==> src/rtl/stream_muxn_pkg.sv <==
// Shared types and helpers for the stream_muxn N-to-1 stream multiplexer.
package stream_muxn_pkg;

  typedef enum logic {
    IDLE   = 1'b0,
    LOCKED = 1'b1
  } state_e;

  // Channel-index width for an n-input mux (n >= 2).
  function automatic int chan_w(input int n);
    return (n < 2) ? 1 : $clog2(n);
  endfunction

endpackage

==> src/rtl/reg_slice.sv <==
// Single-entry valid/ready output register used by stream_muxn.
// Accepts a new word whenever the slot is empty or is being drained this cycle.
module reg_slice #(
  parameter int W = 65
) (
  input  logic         clk,
  input  logic         rst,
  input  logic         s_valid,
  input  logic [W-1:0] s_data,
  output logic         s_ready,
  output logic         m_valid,
  output logic [W-1:0] m_data,
  input  logic         m_ready
);

  logic         valid_q;
  logic [W-1:0] data_q;

  assign s_ready = !valid_q || m_ready;
  assign m_valid = valid_q;
  assign m_data  = data_q;

  always_ff @(posedge clk) begin
    if (rst) begin
      valid_q <= 1'b0;
      data_q  <= '0;
    end else if (s_ready) begin
      valid_q <= s_valid;
      if (s_valid) begin
        data_q <= s_data;
      end
    end
  end

endmodule

==> src/rtl/stream_muxn.sv <==
// N-to-1 stream multiplexer with a registered output stage.
// Define STREAM_MUXN_LOCK_EN to hold the selected channel until the end of a packet.
module stream_muxn
  import stream_muxn_pkg::*;
#(
  parameter int WIDTH = 64,
  parameter int N     = 4
) (
  input  logic                      clk,
  input  logic                      rst,
  input  logic [$clog2(N)-1:0]      sel,
  input  logic [N-1:0][WIDTH-1:0]   in_data,
  input  logic [N-1:0]              in_valid,
  input  logic [N-1:0]              in_last,
  output logic [N-1:0]              in_ready,
  output logic [WIDTH-1:0]          out_data,
  output logic                      out_valid,
  output logic                      out_last,
  input  logic                      out_ready
);

  localparam int SW = chan_w(N);

  logic [SW-1:0]    act_ch;
  logic [N-1:0]     rdy;
  logic             slice_rdy;
  logic             in_fire;
  logic             mux_last;
  logic [WIDTH-1:0] mux_data;
  logic [WIDTH:0]   slice_out;

`ifdef STREAM_MUXN_LOCK_EN
  state_e        state_q, state_d;
  logic [SW-1:0] chan_q, chan_d;

  always_ff @(posedge clk) begin
    if (rst) begin
      state_q <= IDLE;
      chan_q  <= '0;
    end else begin
      state_q <= state_d;
      chan_q  <= chan_d;
    end
  end

  always_comb begin
    state_d = state_q;
    chan_d  = chan_q;
    case (state_q)
      IDLE: begin
        if (in_fire && !mux_last) begin
          state_d = LOCKED;
          chan_d  = sel;
        end
      end
      LOCKED: begin
        if (in_fire && mux_last) begin
          state_d = IDLE;
        end
      end
      default: state_d = IDLE;
    endcase
  end

  always_comb begin
    act_ch = (state_q == LOCKED) ? chan_q : sel;
  end
`else
  assign act_ch = sel;
`endif

  // An out-of-range selection matches no channel, so nothing is ready.
  always_comb begin
    rdy      = '0;
    mux_data = '0;
    mux_last = 1'b0;
    for (int i = 0; i < N; i++) begin
      if (act_ch == SW'(i)) begin
        rdy[i]   = slice_rdy && !rst;
        mux_data = in_data[i];
        mux_last = in_last[i];
      end
    end
  end

  assign in_fire  = |(in_valid & rdy);
  assign in_ready = rdy;

  reg_slice #(
    .W(WIDTH + 1)
  ) u_slice (
    .clk     (clk),
    .rst     (rst),
    .s_valid (in_fire),
    .s_data  ({mux_last, mux_data}),
    .s_ready (slice_rdy),
    .m_valid (out_valid),
    .m_data  (slice_out),
    .m_ready (out_ready)
  );

  assign out_data = slice_out[WIDTH-1:0];
  assign out_last = slice_out[WIDTH];

endmodule

==> config.mk <==
export PLATFORM = sky130hd
export DESIGN_NAME = stream_muxn
export DESIGN_NICKNAME = d
export VERILOG_FILES = /design/src/rtl/stream_muxn_pkg.sv /design/src/rtl/reg_slice.sv /design/src/rtl/stream_muxn.sv
export SDC_FILE = /design/constraint.sdc
export NUM_CORES = 1
export LEC_CHECK = 0
export CORE_MARGIN = 10
export CORE_UTILIZATION = 38
export DETAILED_ROUTE_END_ITERATION = 12
export GPL_TIMING_DRIVEN = 0
export PLACE_DENSITY = 0.87
export SLEW_MARGIN = 25
export SYNTH_ARGS = -nofsm -noshare
export SYNTH_HDL_FRONTEND = slang
export SYNTH_SLANG_ARGS = --single-unit
==> constraint.sdc <==
create_clock -name clk -period 4.6 [get_ports clk]
set_input_delay 0.69 -clock clk [delete_from_list [all_inputs] [get_ports clk]]
set_output_delay 0.69 -clock clk [all_outputs]
set_load 0.05 [all_outputs]
# Yosys cells after proc, flatten, opt, wreduce, memory -nomap -nowiden

Cells that the tools add are included.

Equality and inequality tests: 3
Bitwise gates (word level): 1
Multiplexer cells: 12
Reductions and logical operators: 7

Operator list:

| cell                 | number |
|---|---|
| $mux W64             | 4 |
| $mux W1              | 8 |
| $and A4 B4 Y4        | 1 |
| $eq A2 B2 Y1 const B | 2 |
| $reduce_or A4 Y1     | 1 |
| $eq A2 B1 Y1 const B | 1 |
| $logic_not A1 Y1     | 2 |
| $logic_not A2 Y1     | 1 |
| $reduce_and A2 Y1    | 1 |
| $logic_and A1 B1 Y1  | 1 |
| $logic_or A1 B1 Y1   | 1 |

Logic and storage cells: 25
Register bits after elaboration: 66

# Depth between registers and ports, before layout

Depth in word-level cells: 7
Gate-level depth with buffers: 6

# Hierarchy

Synthesis repeated with hierarchy kept, for this count alone.

Cell total of the unflattened synthesis: 391
Area, all modules: 4589.4 µm²

By module, submodules not included:

| module      | area each (µm²) | cells each | times used |
|---|---|---|---|
| reg_slice   | 2886.5          | 301        | 1 |
| stream_muxn | 1702.9          | 90         | 1 |

# Worst setup path after synthesis

No wires, ideal clock.

Kind: input to output
From: input out_ready
To: output in_ready[0]
Cell stages on the path: 6
Setup slack: 1.613 ns
Arrival time: 2.297 ns
Data required time: 3.910 ns
Path through: nand2b_1 -> clkbuf_1 -> clkbuf_1 -> buf_1 -> nand2_1 -> nor2_1

Cells in the longest elaborated chain, start to end: 3

RTL lines:

| item                | line              | RTL |
|---|---|---|
| start: declaration  | stream_muxn.sv:19 | `input logic out_ready` |
| $logic_or A1 B1 Y1  | reg_slice.sv:19   | `assign s_ready = !valid_q \|\| m_ready;` |
| $logic_and A1 B1 Y1 | stream_muxn.sv:79 | `rdy[i] = slice_rdy && !rst;` |
| $mux W1             | stream_muxn.sv:78 | `if (act_ch == SW'(i)) begin` |
| end: declaration    | stream_muxn.sv:15 | `output logic [N-1:0] in_ready,` |

Every way passes these cells.

# Final worst setup path

From: input out_ready
To: output in_ready[1]

The elaborated chain is that of the path after synthesis.

==> flow_summary.json <==
{
  "synth_common_cells": "a21oi_1 (66), dfxtp_1 (66), inv_1 (66), mux4_2 (66), nand4_1 (65)",
  "drc": 0,
  "wl_um": 22200,
  "nets": 1084,
  "rows": 40,
  "grt_pass1_wl_um": 33700,
  "syn-num-nets": 737,
  "p_sw_uw": 652,
  "netlist.top_cell.by_area": "mux4_2",
  "clkSlewWorstSetupHoldPaths_ns": 0.05,
  "synthArstFlopShare": 0,
  "num_io_pins": 339,
  "synth-main-ff-cell": "dfxtp_1",
  "io_buffer_count": 336,
  "clockBufferDepth": 2,
  "hold_class": "reg -> reg",
  "drtAntennaViolNets": 0,
  "h-tree-depth": 3,
  "ys_seq_elements": 66,
  "cts-root-buf": "clkbuf_16",
  "fmax_ghz": 0.234,
  "grt.overflow.total": 0,
  "clk_latency_ns": 0.32,
  "track_usage": 0.245,
  "die_y_um": 131,
  "synth_area_um2": 4700,
  "die_w_um": 131,
  "crit_fanout": 10,
  "viasPerCell": 5.57,
  "final.setup_skew_ns": 0.00700,
  "power.density_nw_per_um2": 251,
  "synth_cell_types": 19,
  "seq_area_frac_synth": 0.281,
  "finalSetupViolCount": 0,
  "dieArea_um2": 17200,
  "initial_core_util": 0.390,
  "hold_ws_ns": 0.531,
  "place.gp.congestion": 0.887,
  "wl_per_cell_um": 22.5,
  "rsz0062_at_grt": "false",
  "pwr-share-seq": 0.293,
  "crit_path_end_kind": "output port",
  "slew_violations": 0,
  "yosys-top-cells-area": "mux4_2 (32%), dfxtp_1 (28%), nand4_1 (8.7%)",
  "synth-edff-count": 0,
  "finalCritPeriodShare": 0.929,
  "fin_crit_ns": 4.27,
  "cap_violations": 0,
  "antenna_found_initial": 0,
  "ctsHoldBuffers": 0,
  "synth.yosys.warnings": 0,
  "worst_slew_pin_slew_ns": 0.629,
  "grt_pass1_vias": 5919,
  "post_cts_resized": 0,
  "sw_frac_of_total": 0.303,
  "p_clk_frac": 0.329,
  "tns_ns": 0,
  "first_pass_iters": 5,
  "hold_violations": 0,
  "layout-drive-gt1-share": 0.166,
  "cts_setup_buffers": 0,
  "peakVddDrop_mv": 0.175,
  "dp_hpwl_um": 18900,
  "design_area_um2": 8590,
  "crit_type": "in -> out",
  "cts_num_sinks": 66,
  "syn_inst": 468,
  "p_leak_nw": 2.92,
  "pwr-share-comb": 0.377,
  "p_int_mw": 1.50,
  "critPathLaunchType": "input pin",
  "cts_buffers": 9,
  "place_area_um2": 8270,
  "fin_util": 0.712,
  "drtIter0Drc": 436,
  "vias": 5503,
  "synth_top_area_frac": 0.316,
  "cp.arrival_ns": 3.58,
  "grt_max_degree": 12,
  "cts_tree": "yes",
  "areaGrowthSynthToFinish_pct": 82.8,
  "status": "complete, no violations",
  "slew_headroom": 0.581,
  "core_region_area_um2": 12100,
  "syn_avg_cell_area_um2": 10.0,
  "worst-endpoint-required_ns": 3.91,
  "diodes": 0
}
area by class of cell:
| type | count | area [um2] |
|---|---|---|
| Buffer | 66 | 292 |
| Clock buffer | 13 | 270 |
| Clock inverter | 3 | 46.3 |
| Fill cell | 856 | 3470 |
| Inverter | 67 | 251 |
| Multi-Input combinational cell | 269 | 2840 |
| Sequential cell | 66 | 1320 |
| Tap cell | 168 | 210 |
| Timing Repair Buffer | 336 | 3360 |
logic make-up (layout without fill, tap and decap cells):
logic type	Yosys count	count (layout)	synth area share
buffers and inverters	133	485	0.116
DFF	66	66	0.281
muxes	66	66	0.316
AOI/OAI and AO/OA	131	131	0.191
and+or+nand+nor	72	72	0.0956
per-stage QoR:
step                worst slack [ns]  instances  total power [mW]
floorplan                       1.61        468              1.06
global placement               0.292        972              1.43
detailed placement             0.318        972              1.45
CTS                            0.311        988              2.16
global route                   0.148        988              2.24
finish                         0.326        988              2.15
worst paths after layout:
kind | from | endpoint | slack (ns) | cells past startpoint
worst max-delay path | out_ready | in_ready[1] | 0.33 | 7
worst max register to register | u_slice.m_valid$_SDFFE_PP0N_ | u_slice.m_data[26]$_SDFFE_PP0P_ | 2.49 | 6
worst min register to register | u_slice.m_data[53]$_SDFFE_PP0P_ | u_slice.m_data[53]$_SDFFE_PP0P_ | 0.53 | 3
worst min-delay path | u_slice.m_data[53]$_SDFFE_PP0P_ | u_slice.m_data[53]$_SDFFE_PP0P_ | 0.53 | 3
per-layer routing:
metal | global-route usage | wire length (um)
met3 | 0.0720 | 1760
met1 | 0.252 | 7880
met5 | 0 | 0
met2 | 0.455 | 11900
met4 | 0.0938 | 745
sequential cells by signal, summed over array words and instances, names as in the netlist:
signal / cells
u_slice.m_data: 65
u_slice.m_valid: 1
worst max-delay path, stage by stage:
cell and delay (ns):
clkdlybuf4s50_1 0.45, nand2b_1 0.09, clkbuf_1 0.45, clkbuf_1 0.45
buf_1 0.40, and3_1 0.23, clkdlybuf4s50_1 0.82
power by group through the flow:
stage / logic (mW) / registers [mW] / clock network, mW
floorplan: 0.290 / 0.775 / 0
global placement: 0.792 / 0.641 / 0
detailed placement: 0.811 / 0.643 / 0
CTS: 0.813 / 0.631 / 0.715
global route: 0.857 / 0.635 / 0.744
finish: 0.813 / 0.631 / 0.709
layout by cell type (no fill, tap or decap), drive strengths merged:
master,instances
and4b,1
clkinv,2
a31o,65
and4,1
mux4,66
a21oi,66
nand4,65
inv,66
nand2b,1
bufinv,1
buf,25
clkdlybuf4s50,336
clkinvlp,1
dfxtp,66
and3,1
nand2,1
clkbuf,54
nor2,2
No activity file was read; power rests on OpenSTA's default activity.
